$ cat config.mk
export PLATFORM = sky130hd
export DESIGN_NAME = instr_fetch_unit_flat
export DESIGN_NICKNAME = d
export VERILOG_FILES = /design/src/rtl/instr_fetch_unit_if.sv /design/src/rtl/instr_fetch_unit.sv /design/src/flat_wrapper.sv
export SDC_FILE = /design/constraint.sdc
export NUM_CORES = 1
export LEC_CHECK = 0
export ABC_AREA = 1
export BUFFER_PORTS_ARGS = -buffer_cell sky130_fd_sc_hd__buf_2
export CAP_MARGIN = 5
export CORE_AREA = 2 2 144 146
export DETAILED_ROUTE_END_ITERATION = 7
export DIE_AREA = 0 0 146 148
export GPL_ROUTABILITY_DRIVEN = 0
export PLACE_DENSITY = 0.73
export SLEW_MARGIN = 10
export SYNTH_ARGS = -nofsm -noshare
export SYNTH_HDL_FRONTEND = slang
export SYNTH_SLANG_ARGS = --single-unit
$ cat constraint.sdc
create_clock -name clk -period 3.1 [get_ports clk]
set_clock_uncertainty 0.1 [all_clocks]
set_input_delay 0.465 -clock clk [delete_from_list [all_inputs] [get_ports clk]]
set_output_delay 0.465 -clock clk [all_outputs]
set_load 0.05 [all_outputs]
$ cat src/rtl/instr_fetch_unit_if.sv
// Instruction memory fetch bus: registered request with byte address, data returned with a one-cycle ack.
interface instr_fetch_unit_if;
    logic        req;
    logic [31:0] addr;
    logic        ack;
    logic [31:0] rdata;

    modport master (output req, output addr, input ack, input rdata);
    modport slave  (input req, input addr, output ack, output rdata);
endinterface

$ cat src/rtl/instr_fetch_unit.sv
// Instruction fetch stage: holds the PC, fetches one instruction per advance over the imem bus,
// exposes the decoded fields and computes sequential / BEQ / J next PC.
module instr_fetch_unit #(
    parameter logic [31:0] RESET_PC  = 32'h0000_0000,
    parameter int          CNT_WIDTH = 32
) (
    input  logic                 clk,
    input  logic                 rst,
    instr_fetch_unit_if.master   imem,
    input  logic                 advance_i,
    input  logic                 zero_i,
    output logic [31:0]          pc_o,
    output logic [31:0]          instr_o,
    output logic                 instr_valid_o,
    output logic [5:0]           op_o,
    output logic [5:0]           funct_o,
    output logic [4:0]           rs_o,
    output logic [4:0]           rt_o,
    output logic [4:0]           rd_o,
    output logic [15:0]          imm_o,
    output logic [CNT_WIDTH-1:0] retired_o
);

    typedef enum logic {S_FETCH, S_VALID} state_t;

    state_t               state_q, state_d;
    logic [31:0]          pc_q, pc_d;
    logic [31:0]          instr_q, instr_d;
    logic                 valid_q, valid_d;
    logic                 req_q, req_d;
    logic [CNT_WIDTH-1:0] retired_q, retired_d;

    logic [31:0] pc_plus4;
    logic [31:0] branch_off;
    logic [31:0] next_pc;

    always_comb begin
        pc_plus4   = pc_q + 32'd4;
        branch_off = {{14{instr_q[15]}}, instr_q[15:0], 2'b00};
        case (instr_q[31:26])
            6'b000010: next_pc = {pc_plus4[31:28], instr_q[25:0], 2'b00};
            6'b000100: next_pc = zero_i ? (pc_plus4 + branch_off) : pc_plus4;
            default:   next_pc = pc_plus4;
        endcase
    end

    // req is only raised one edge after entering S_FETCH, so an ack left over from
    // an abandoned transaction can never be captured on the first edge.
    always_comb begin
        state_d   = state_q;
        pc_d      = pc_q;
        instr_d   = instr_q;
        valid_d   = valid_q;
        req_d     = req_q;
        retired_d = retired_q;
        case (state_q)
            S_FETCH: begin
                if (req_q && imem.ack) begin
                    instr_d = imem.rdata;
                    req_d   = 1'b0;
                    valid_d = 1'b1;
                    state_d = S_VALID;
                end else begin
                    req_d = 1'b1;
                end
            end
            S_VALID: begin
                req_d = 1'b0;
                if (advance_i) begin
                    valid_d   = 1'b0;
                    retired_d = retired_q + CNT_WIDTH'(1);
                    pc_d      = next_pc;
                    state_d   = S_FETCH;
                end
            end
            default: state_d = S_FETCH;
        endcase
    end

    always_ff @(posedge clk or posedge rst) begin
        if (rst) begin
            state_q   <= S_FETCH;
            pc_q      <= RESET_PC;
            instr_q   <= 32'd0;
            valid_q   <= 1'b0;
            req_q     <= 1'b0;
            retired_q <= '0;
        end else begin
            state_q   <= state_d;
            pc_q      <= pc_d;
            instr_q   <= instr_d;
            valid_q   <= valid_d;
            req_q     <= req_d;
            retired_q <= retired_d;
        end
    end

    assign imem.req      = req_q;
    assign imem.addr     = pc_q;
    assign pc_o          = pc_q;
    assign instr_o       = instr_q;
    assign instr_valid_o = valid_q;
    assign op_o          = instr_q[31:26];
    assign funct_o       = instr_q[5:0];
    assign rs_o          = instr_q[25:21];
    assign rt_o          = instr_q[20:16];
    assign rd_o          = instr_q[15:11];
    assign imm_o         = instr_q[15:0];
    assign retired_o     = retired_q;

endmodule

$ cat src/flat_wrapper.sv
// flat-port wrapper written by rule: the top's interface ports become plain ports
module instr_fetch_unit_flat 
#(
    parameter logic [31:0] RESET_PC  = 32'h0000_0000,
    parameter int          CNT_WIDTH = 32
)
  (clk, rst, advance_i, zero_i, pc_o, instr_o, instr_valid_o, op_o, funct_o, rs_o, rt_o, rd_o, imm_o, retired_o, imem_req, imem_addr, imem_ack, imem_rdata);
  instr_fetch_unit_if imem_i ();
  input  logic clk;
  input  logic rst;
  input  logic advance_i;
  input  logic zero_i;
  output logic [31:0] pc_o;
  output logic [31:0] instr_o;
  output logic instr_valid_o;
  output logic [5:0] op_o;
  output logic [5:0] funct_o;
  output logic [4:0] rs_o;
  output logic [4:0] rt_o;
  output logic [4:0] rd_o;
  output logic [15:0] imm_o;
  output logic [CNT_WIDTH-1:0] retired_o;
  output wire logic [$bits(imem_i.req)-1:0] imem_req;
  output wire logic [$bits(imem_i.addr)-1:0] imem_addr;
  input wire logic [$bits(imem_i.ack)-1:0] imem_ack;
  input wire logic [$bits(imem_i.rdata)-1:0] imem_rdata;
  assign imem_req = imem_i.req;
  assign imem_addr = imem_i.addr;
  assign imem_i.ack = imem_ack;
  assign imem_i.rdata = imem_rdata;
  instr_fetch_unit #(.RESET_PC(RESET_PC), .CNT_WIDTH(CNT_WIDTH)) u_core (.clk(clk), .rst(rst), .imem(imem_i), .advance_i(advance_i), .zero_i(zero_i), .pc_o(pc_o), .instr_o(instr_o), .instr_valid_o(instr_valid_o), .op_o(op_o), .funct_o(funct_o), .rs_o(rs_o), .rt_o(rt_o), .rd_o(rd_o), .imm_o(imm_o), .retired_o(retired_o));
endmodule
==> impl_metrics.toml, run 1 <==
[sta]
worst_pin_slew_ns = 0.855
setup_viol_count_final = 0
relSlewSlack_pct = 42.9
post-route-min-period_ns = 3.07
hold_violations = 0
final.period_utilization_pct = 98.9
worst_slack_ns = 0.0328
rsz0062_at_grt = "yes"
max_freq_mhz = 326
slew_violations = 0

[die]
die_w_microns = 146
die-area_sq_um = 21600
core_area_sq_um = 20000
die_h_microns = 148
rows = 52
ios = 210
initial_core_util_pct = 41.6

[worst_setup_path]
path_buf_inv = 3
cpMaxStageDelayCell = "dfrtp_1"
timing.rr.start = "u_core.imem.addr[18]$_DFFE_PP0P_"
reg2reg_setup_slack_ns = 0.03
critical-path-top-delay-family = "simple AND/OR/NAND/NOR gates"
reg2reg_to = "u_core.imem.addr[26]$_DFFE_PP0P_"
crit_type = "reg -> reg"
endpoint_kind = "register"
startpoint_type = "register"
worstPathCellList = "buf_4 -> nand2_1 -> nor2_1 -> nand2_1 -> nor2_1 -> nand3_1 -> nand2_1 -> inv_1 -> ha_1 -> nand2_1 -> inv_2 -> nand2_2 -> nor3_4 -> nand3_2 -> nand4_1 -> nand3_2 -> a21oi_2 -> nor2_1"
arrival_ns = 3.21
cp_slowest_stage_delay_ns = 0.41
path_max_fanout = 3
cp_data_required_time_ns = 3.24
ff2ff_path_depth = 18
cpMostUsedCell = "nand2_1"

[place]
numPortBuffers = 205
dp_hpwl_mm = 22.0
dp_slack_ns = -0.136
dp.cells = 1646

[route]
drc_errors = 0
wl_per_cell_microns = 17.3
num_vias = 8940
drt-pass1-iter-count = 7
drtIter0Drc = 860
ant_nets = 0
via_per_inst = 5.31
drt-total-wl_mm = 29.2

[synthesis]
syn_area_sq_um = 8340
seq_area_frac_synth_pct = 29.1
synth_top_area_share_pct = 29.1
synth_warnings = 0
synth-edff-count = 0
yosysTopAreaCell = "dfrtp_1"
syn-instance-count = 1204
synth_area_leaders = "dfrtp_1, nand2_1, inv_1"
synth.distinct_cells = 50
synth_flop_cell = "dfrtp_1"
async_reset_ff_share_pct = 100
ys_ff_latch = 97
syn_avg_cell_area_sq_um = 6.93

[outcome]
status = "finished clean"

[clocking]
cts_buffers = 9
clkTransAtPathRegs_ns = 0.08
insertion_delay_ns = 0.37
cts_root_buf = "clkbuf_16"
tritoncts = "done"
cts_buffer_depth = 2
h-tree-depth = 3
cts.sink_count = 97
cts_hold_buf = 0

[global_routing]
grt_pass1_wl_mm = 43.5
antenna_found_initial = 0
overflow = 0
gr-usage-all-layers_pct = 25.6
grt_max_degree = 39
grt_pass1_vias = 8226

[cells_and_area]
final_core_util_pct = 52.9
final_cells = 1684
drive_gt1_share_pct = 34.4
final_cell_mix = "nand2_1, buf_2, inv_1, nor2_1"
area_growth_pct = 27.0
insertedDiodeCount = 0
num-nets-final = 1484
final_common_cell = "nand2_1"

[run]
drv_cap = 0

[hold_path]
hp-class = "in -> async"
## flip-flops by register name, summed over array words and instances, names as in the netlist
signal                count
u_core.instr_valid_o      1
u_core.instr_o           32
u_core.retired_o         32
u_core.state_q            1
u_core.imem.req           1
u_core.imem.addr         30
## synth_stat cells (5+ instances only)
cell type  number
nand2_1       282
o211ai_1        6
nand4_1        18
a22oi_1         6
xnor2_1        15
inv_2           5
nor2_1        126
nand3b_1        6
ha_1           37
nand3_1        72
a21oi_2         5
buf_1           5
xor2_1         32
clkbuf_1       13
a21oi_1        88
mux2_2         25
buf_4          77
o21ai_0        34
buf_2           6
nand2_2         8
dfrtp_1        97
inv_1         167
nor3_1         14
o21ai_1         6
## how the worst max path moves through the flow
stage                                     startpoint                                to  slack (ns)  cells after the start
finish              u_core.imem.addr[18]$_DFFE_PP0P_  u_core.imem.addr[26]$_DFFE_PP0P_        0.03                     18
global route        u_core.imem.addr[18]$_DFFE_PP0P_  u_core.imem.addr[31]$_DFFE_PP0P_       -0.11                     22
CTS                 u_core.imem.addr[14]$_DFFE_PP0P_  u_core.imem.addr[25]$_DFFE_PP0P_       0.002                     18
detailed placement   u_core.imem.addr[8]$_DFFE_PP0P_  u_core.imem.addr[26]$_DFFE_PP0P_       -0.14                     19
global placement     u_core.imem.addr[8]$_DFFE_PP0P_  u_core.imem.addr[24]$_DFFE_PP0P_       -0.12                     19
floorplan            u_core.imem.addr[2]$_DFFE_PP0P_  u_core.imem.addr[31]$_DFFE_PP0P_       -0.07                     21
## through the flow
step                hold WS [ns]  TNS, ns  instance area, sq um
finish                     0.161        0                 10600
global route               0.213   -0.700                 10600
CTS                        0.189        0                  9990
detailed placement         0.343   -0.674                  9560
global placement           0.336   -0.447                  9560
floorplan                  0.325  -0.0687                  8360
## logic make-up after synthesis
group                      synth area share, %
AOI/OAI and AO/OA                         11.1
xor gates and xnor gates                  5.71
adders and majority gates                 5.79
buffers and inverters                     15.9
DFF                                       29.1
muxes                                     3.37
other                                   0.0450
and+or+nand+nor                           29.0
## layer usage
metal,vias to the layer above,global-route usage [%],share of wire [%]
li1,4177,-,-
met1,4140,33.5,40
met2,513,40.3,45
met3,110,4.60,9.4
met4,0,14.1,5.0
met5,-,0,0
## timing repair
action | CTS | global route
gates resized for setup | 16 | 115
pin swaps | 0 | 26
setup endpoints to repair | 12 | 21
buffers inserted | 5 | 17
## cell type report
cell class	instances	area, sq um
Inverter	173	653
Fill cell	1916	9440
Multi-Input combinational cell	836	5120
Tap cell	270	338
Timing Repair Buffer	292	1700
Clock inverter	7	108
Clock buffer	9	225
Sequential cell	97	2440
Power of run 1 is left out: the tool's default activity adds up to more than one toggle a clock period on the data nets, which glitch-free logic cannot reach.
==> run 2, diff against run 1 <==
--- a/config.mk
+++ b/config.mk
@@ -13,6 +13,7 @@
 export DIE_AREA = 0 0 146 148
 export GPL_ROUTABILITY_DRIVEN = 0
 export PLACE_DENSITY = 0.73
+export SETUP_SLACK_MARGIN = 0.2
 export SLEW_MARGIN = 10
 export SYNTH_ARGS = -nofsm -noshare
 export SYNTH_HDL_FRONTEND = slang
==> run 2 against run 1 <==
Die area unchanged. Worst hold slack worse by 0.035 ns. Maximum frequency up 0.54%. Critical endpoint is now u_core.imem.addr[25]$_DFFE_PP0P_. Largest cell class unchanged. Critical path type unchanged. Wire length up 2.9%. Worst setup slack better by 0.016 ns.
==> impl_metrics.toml, run 2 (synthesis results as in run 1) <==
[outcome]
status = "finished clean"

[clocking]
tritoncts = "done"
h-tree-depth = 3
cts.sink_count = 97
clkTransAtPathRegs_ns = 0.09
cts_buffers = 9
insertion_delay_ns = 0.37
cts_root_buf = "clkbuf_16"
cts_hold_buf = 0
cts_buffer_depth = 2

[cells_and_area]
final_cell_mix = "nand2_1, buf_2, inv_1, nor2_1, buf_4"
insertedDiodeCount = 0
final_common_cell = "nand2_1"
drive_gt1_share_pct = 41.7
num-nets-final = 1488
final_core_util_pct = 55.4
area_growth_pct = 33.0
fillers = 1832

[hold_path]
hp-class = "in -> async"

[worst_setup_path]
path_max_fanout = 4
arrival_ns = 3.20
crit_type = "reg -> reg"
endpoint_kind = "register"
cp_data_required_time_ns = 3.25
startpoint_type = "register"

[global_routing]
antenna_found_initial = 0
gr-usage-all-layers_pct = 25.4
overflow = 0
grt_pass1_wl_mm = 43.1
grt_pass1_vias = 8196
grt_max_degree = 46

[route]
wl_per_cell_microns = 17.8
via_per_inst = 5.43
ant_nets = 0
num_vias = 9159
drt-total-wl_mm = 30.0
drc_errors = 0
drt-pass1-iter-count = 6
drtIter0Drc = 798

[place]
dp_hpwl_mm = 21.6
numPortBuffers = 205

[die]
die_w_microns = 146
die_h_microns = 148
die-area_sq_um = 21600
core_area_sq_um = 20000
ios = 210
rows = 52
initial_core_util_pct = 41.6

[sta]
rsz0062_at_grt = "yes"
slew_violations = 0
max_freq_mhz = 328
worst_pin_slew_ns = 1.03
final.period_utilization_pct = 98.4
relSlewSlack_pct = 31.2
setup_viol_count_final = 0
post-route-min-period_ns = 3.05
hold_violations = 0

[run]
drv_cap = 0
## run 2: changes by cell type in the layout (fill, tap and decap cells not counted), sizes merged
cell / before / now
clkinvlp: 1 / 2
buf: 292 / 296
bufinv: 1 / 0
## run 2: routing by layer
layer | share of wire [%] | up-vias | track usage [%] | routed length (microns)
met5 | 0 | - | 0 | 0
met4 | 6.8 | 0 | 14.8 | 2050
met3 | 8.9 | 147 | 4.41 | 2680
met2 | 46 | 566 | 41.2 | 13900
met1 | 38 | 4259 | 32.0 | 11400
li1 | - | 4187 | - | -
## run 2: area by class of cell
class | count | area [sq um] | share of cell area [%]
sequential | 97 | 2450 | 22.1
timing repair buffer | 296 | 1730 | 15.6
inverter | 173 | 658 | 5.93
clock inverter | 7 | 71.3 | 0.643
clock buffer | 9 | 225 | 2.03
tap | 270 | 338 | 3.05
multi-input combinational | 836 | 5620 | 50.6
## run 2: through the flow
step                      setup TNS, ns  hold slack, ns  area, sq um  worst slack [ns]  std cells
after global routing            -0.0335           0.162        11100           -0.0306       1688
after CTS                             0           0.141        10100             0.167       1659
final                                 0           0.126        11100            0.0493       1688
after global placement           -0.289           0.349         9430            -0.124       1628
after detailed placement         -0.163           0.353         9430           -0.0814       1628
after floorplan                       0           0.325         8380             0.135       1207
## run 2: worst paths after layout
path | from | endpoint | slack, ns | cells past startpoint
max reg2reg | u_core.imem.addr[17]$_DFFE_PP0P_ | u_core.imem.addr[25]$_DFFE_PP0P_ | 0.05 | 18
min | rst | u_core.imem.addr[19]$_DFFE_PP0P_ | 0.13 | 2
min in group clk | imem_rdata[30] | u_core.instr_o[30]$_DFFE_PP0P_ | 0.23 | 2
max in group asynchronous | rst | u_core.imem.addr[4]$_DFFE_PP0P_ | 2.07 | 3
max | u_core.imem.addr[17]$_DFFE_PP0P_ | u_core.imem.addr[25]$_DFFE_PP0P_ | 0.05 | 18
min reg2reg | u_core.retired_o[31]$_DFFE_PP0P_ | u_core.retired_o[31]$_DFFE_PP0P_ | 0.36 | 1
## run 2: timing repair
item	CTS	global route
pin swaps	3	81
gates resized for setup	50	201
setup endpoints to repair	20	23
buffers inserted	15	29
## run 2: critical path, cell delays in order (launching register included)
cell and delay, ns:
dfrtp_2 0.47, nand2_1 0.14, nor2_2 0.19, nand2_1 0.13, nor2_1 0.12, nand2_1 0.10, xor2_2 0.22, inv_2 0.08
ha_1 0.31, nand2_1 0.08, nand2_1 0.11, inv_2 0.10, nand2_1 0.07, a21oi_2 0.17, nand3_1 0.11, nand2_1 0.11
nand3_2 0.14, nand2_2 0.11, a21oi_2 0.06
Power of run 2 is left out for the same reason.
==> run 3, diff against run 2 <==
--- a/config.mk
+++ b/config.mk
@@ -5,14 +5,13 @@
 export SDC_FILE = /design/constraint.sdc
 export NUM_CORES = 1
 export LEC_CHECK = 0
-export ABC_AREA = 1
 export BUFFER_PORTS_ARGS = -buffer_cell sky130_fd_sc_hd__buf_2
 export CAP_MARGIN = 5
-export CORE_AREA = 2 2 144 146
+export CORE_AREA = 2 2 132 134
 export DETAILED_ROUTE_END_ITERATION = 7
-export DIE_AREA = 0 0 146 148
+export DIE_AREA = 0 0 134 136
 export GPL_ROUTABILITY_DRIVEN = 0
-export PLACE_DENSITY = 0.73
+export PLACE_DENSITY = 0.74
 export SETUP_SLACK_MARGIN = 0.2
 export SLEW_MARGIN = 10
 export SYNTH_ARGS = -nofsm -noshare
==> run 3 against run 2 <==
Die area down 16%. Maximum frequency down 28%. Largest cell class unchanged. Via count down 19%. Critical endpoint is now u_core.imem.addr[31]$_DFFE_PP0P_. Synthesized cell count down 37%. Worst setup slack worse by 1.2 ns. The flow now finishes with violations (negative setup slack). Flip-flop and latch count unchanged. Worst hold slack better by 0.022 ns. Core utilization up 7.3 points. Area after synthesis down 17%. First-iteration DRC count down 14%.
==> impl_metrics.toml, run 3 <==
[synthesis]
yosysTopAreaCell = "dfrtp_1"
synth_top_area_share_pct = 35.0
synth_warnings = 0
synth_flop_cell = "dfrtp_1"
syn-instance-count = 756
syn_avg_cell_area_sq_um = 9.18
synth.distinct_cells = 64
ys_ff_latch = 97
seq_area_frac_synth_pct = 35.0
async_reset_ff_share_pct = 100
synth-edff-count = 0
yosys-top-cells-count = "dfrtp_1, buf_4, nand2_1"
syn_area_sq_um = 6940
synth_area_leaders = "dfrtp_1, buf_4, xnor2_1"
yosysMostFrequentCell = "dfrtp_1"

[die]
ios = 210
rows = 48
die_w_microns = 134
die_h_microns = 136
core_area_sq_um = 16900
die-area_sq_um = 18200
initial_core_util_pct = 41.1

[clocking]
insertion_delay_ns = 0.37
tritoncts = "done"
h-tree-depth = 3
cts_buffers = 9
cts_root_buf = "clkbuf_16"
clkTransAtPathRegs_ns = 0.08
cts_buffer_depth = 2
cts.sink_count = 97

[sta]
hold_violations = 0
final.period_utilization_pct = 136
setup_viol_count_final = 19
worst_slack_ns = -1.12
max_freq_mhz = 237
rsz0062_at_grt = "yes"
post-route-min-period_ns = 4.22
relSlewSlack_pct = 46.1
slew_violations = 0
worst_pin_slew_ns = 0.805

[worst_setup_path]
cp_slowest_stage_delay_ns = 0.53
endpoint_kind = "register"
path_max_fanout = 2
crit_path_start = "u_core.imem.addr[13]$_DFFE_PP0P_"
arrival_ns = 4.38
timing.rr.start = "u_core.imem.addr[13]$_DFFE_PP0P_"
worstPathCellList = "and4_4 -> and4_4 -> nand4_1 -> nor2_4 -> xor2_2 -> buf_4 -> buf_6 -> buf_6 -> buf_6 -> ha_4 -> nand2_4 -> nand2_2 -> o2111ai_2 -> a21oi_2 -> o41ai_4 -> o211a_1 -> buf_4 -> and3_2 -> or4_4 -> xor2_1"
crit_type = "reg -> reg"
startpoint_type = "register"
cp_data_required_time_ns = 3.26
cpMaxStageDelayCell = "or4_4"
cpMostUsedCell = "buf_6"

[route]
drtIter0Drc = 684
drt-pass1-iter-count = 7
drt-total-wl_mm = 26.1
num_vias = 7452
via_per_inst = 5.65
wl_per_cell_microns = 19.8
ant_nets = 0
drc_errors = 0

[cells_and_area]
final_cell_mix = "buf_2, buf_4, dfrtp_1, nand2_1, nor2_1"
fillers = 1256
final_core_util_pct = 62.6
num-nets-final = 1165
final_common_cell = "buf_2"
drive_gt1_share_pct = 56.2
insertedDiodeCount = 0
area_growth_pct = 52.3

[global_routing]
gr-usage-all-layers_pct = 25.3
grt_pass1_vias = 7021
grt_pass1_wl_mm = 36.2
grt_max_degree = 98
antenna_found_initial = 0
overflow = 0

[run]
drv_cap = 0

[place]
dp_hpwl_mm = 15.7
numPortBuffers = 205
dp_slack_ns = -1.11

[outcome]
violations = "negative setup slack"
status = "finished with violations"

[hold_path]
hp-class = "in -> async"
run 3: cell types whose count changed in the layout (fill, tap and decap cells not counted), sizes merged, moves of 50 or more:
cell / before / now
nand3: 76 / 26
a21oi: 93 / 39
inv: 174 / 18
nand2: 291 / 78
nor2: 133 / 53
buf: 296 / 420
run 3: kinds of logic (layout without fill, tap and decap cells):
group | Yosys count | count (layout) | share of synthesized area, %
XOR/XNOR | 81 | 81 | 10.2
AND/OR/NAND/NOR | 230 | 230 | 16.7
buffers and inverters | 116 | 452 | 10.7
other | 1 | 4 | 0.0540
AO/OA/AOI/OAI | 157 | 157 | 14.5
flip-flops | 97 | 97 | 35.0
multiplexers | 36 | 36 | 5.78
adder cells (fa/ha/maj) | 38 | 38 | 6.96
run 3: path summary, 6_finish.rpt:
kind	end	slack [ns]	cells past startpoint
max reg2reg	u_core.imem.addr[31]$_DFFE_PP0P_	-1.12	20
max	u_core.imem.addr[31]$_DFFE_PP0P_	-1.12	20
max in group asynchronous	u_core.instr_o[15]$_DFFE_PP0P_	2.35	3
min in group clk	u_core.imem.req$_DFF_PP0_	0.22	2
min	u_core.retired_o[26]$_DFFE_PP0P_	0.15	3
min reg2reg	u_core.retired_o[29]$_DFFE_PP0P_	0.39	1
run 3: worst max-delay path: cells and delay by family (launching register included):
| family | cells | cell delay, ns |
|---|---|---|
| AOI/OAI and AO/OA | 4 | 0.72 |
| xor gates and xnor gates | 2 | 0.25 |
| adders and majority gates | 1 | 0.29 |
| buffers and inverters | 5 | 0.61 |
| DFF | 1 | 0.37 |
| and+or+nand+nor | 8 | 1.79 |
run 3: layout make-up:
cell class / instances / area, sq um / share of cell area (%)
repair buffers: 420 / 2790 / 26.4
flip-flops and latches: 97 / 2440 / 23.1
clock inverters: 6 / 56.3 / 0.533
clock buffers: 10 / 239 / 2.26
multi-input cells: 546 / 4700 / 44.5
inverters: 16 / 63.8 / 0.604
well taps: 225 / 282 / 2.66
run 3: per-stage QoR:
stage / area [sq um] / hold WS (ns) / instances / setup TNS (ns)
after global routing: 10600 / 0.198 / 1320 / -9.02
after CTS: 9950 / 0.166 / 1306 / -3.68
after floorplan: 7090 / 0.360 / 759 / -3.50
after global placement: 9010 / 0.365 / 1260 / -4.36
final: 10600 / 0.148 / 1320 / -6.77
after detailed placement: 9010 / 0.381 / 1260 / -5.32
run 3: routing by layer:
layer	up-vias	routed length [microns]	track usage, %
met5	-	0	0
met4	0	1350	13.7
met3	122	1710	4.03
met2	416	12800	42.8
met1	3617	10300	31.0
li1	3297	-	-
run 3: what timing repair did:
item | CTS | global route
gates resized for setup | 88 | 94
pin swaps | 61 | 48
endpoints found under the hold margin | 0 | 0
hold buffers | 0 | 0
endpoints found under the setup margin | 22 | 26
buffers inserted | 30 | 14
Power of run 3 is left out for the same reason.
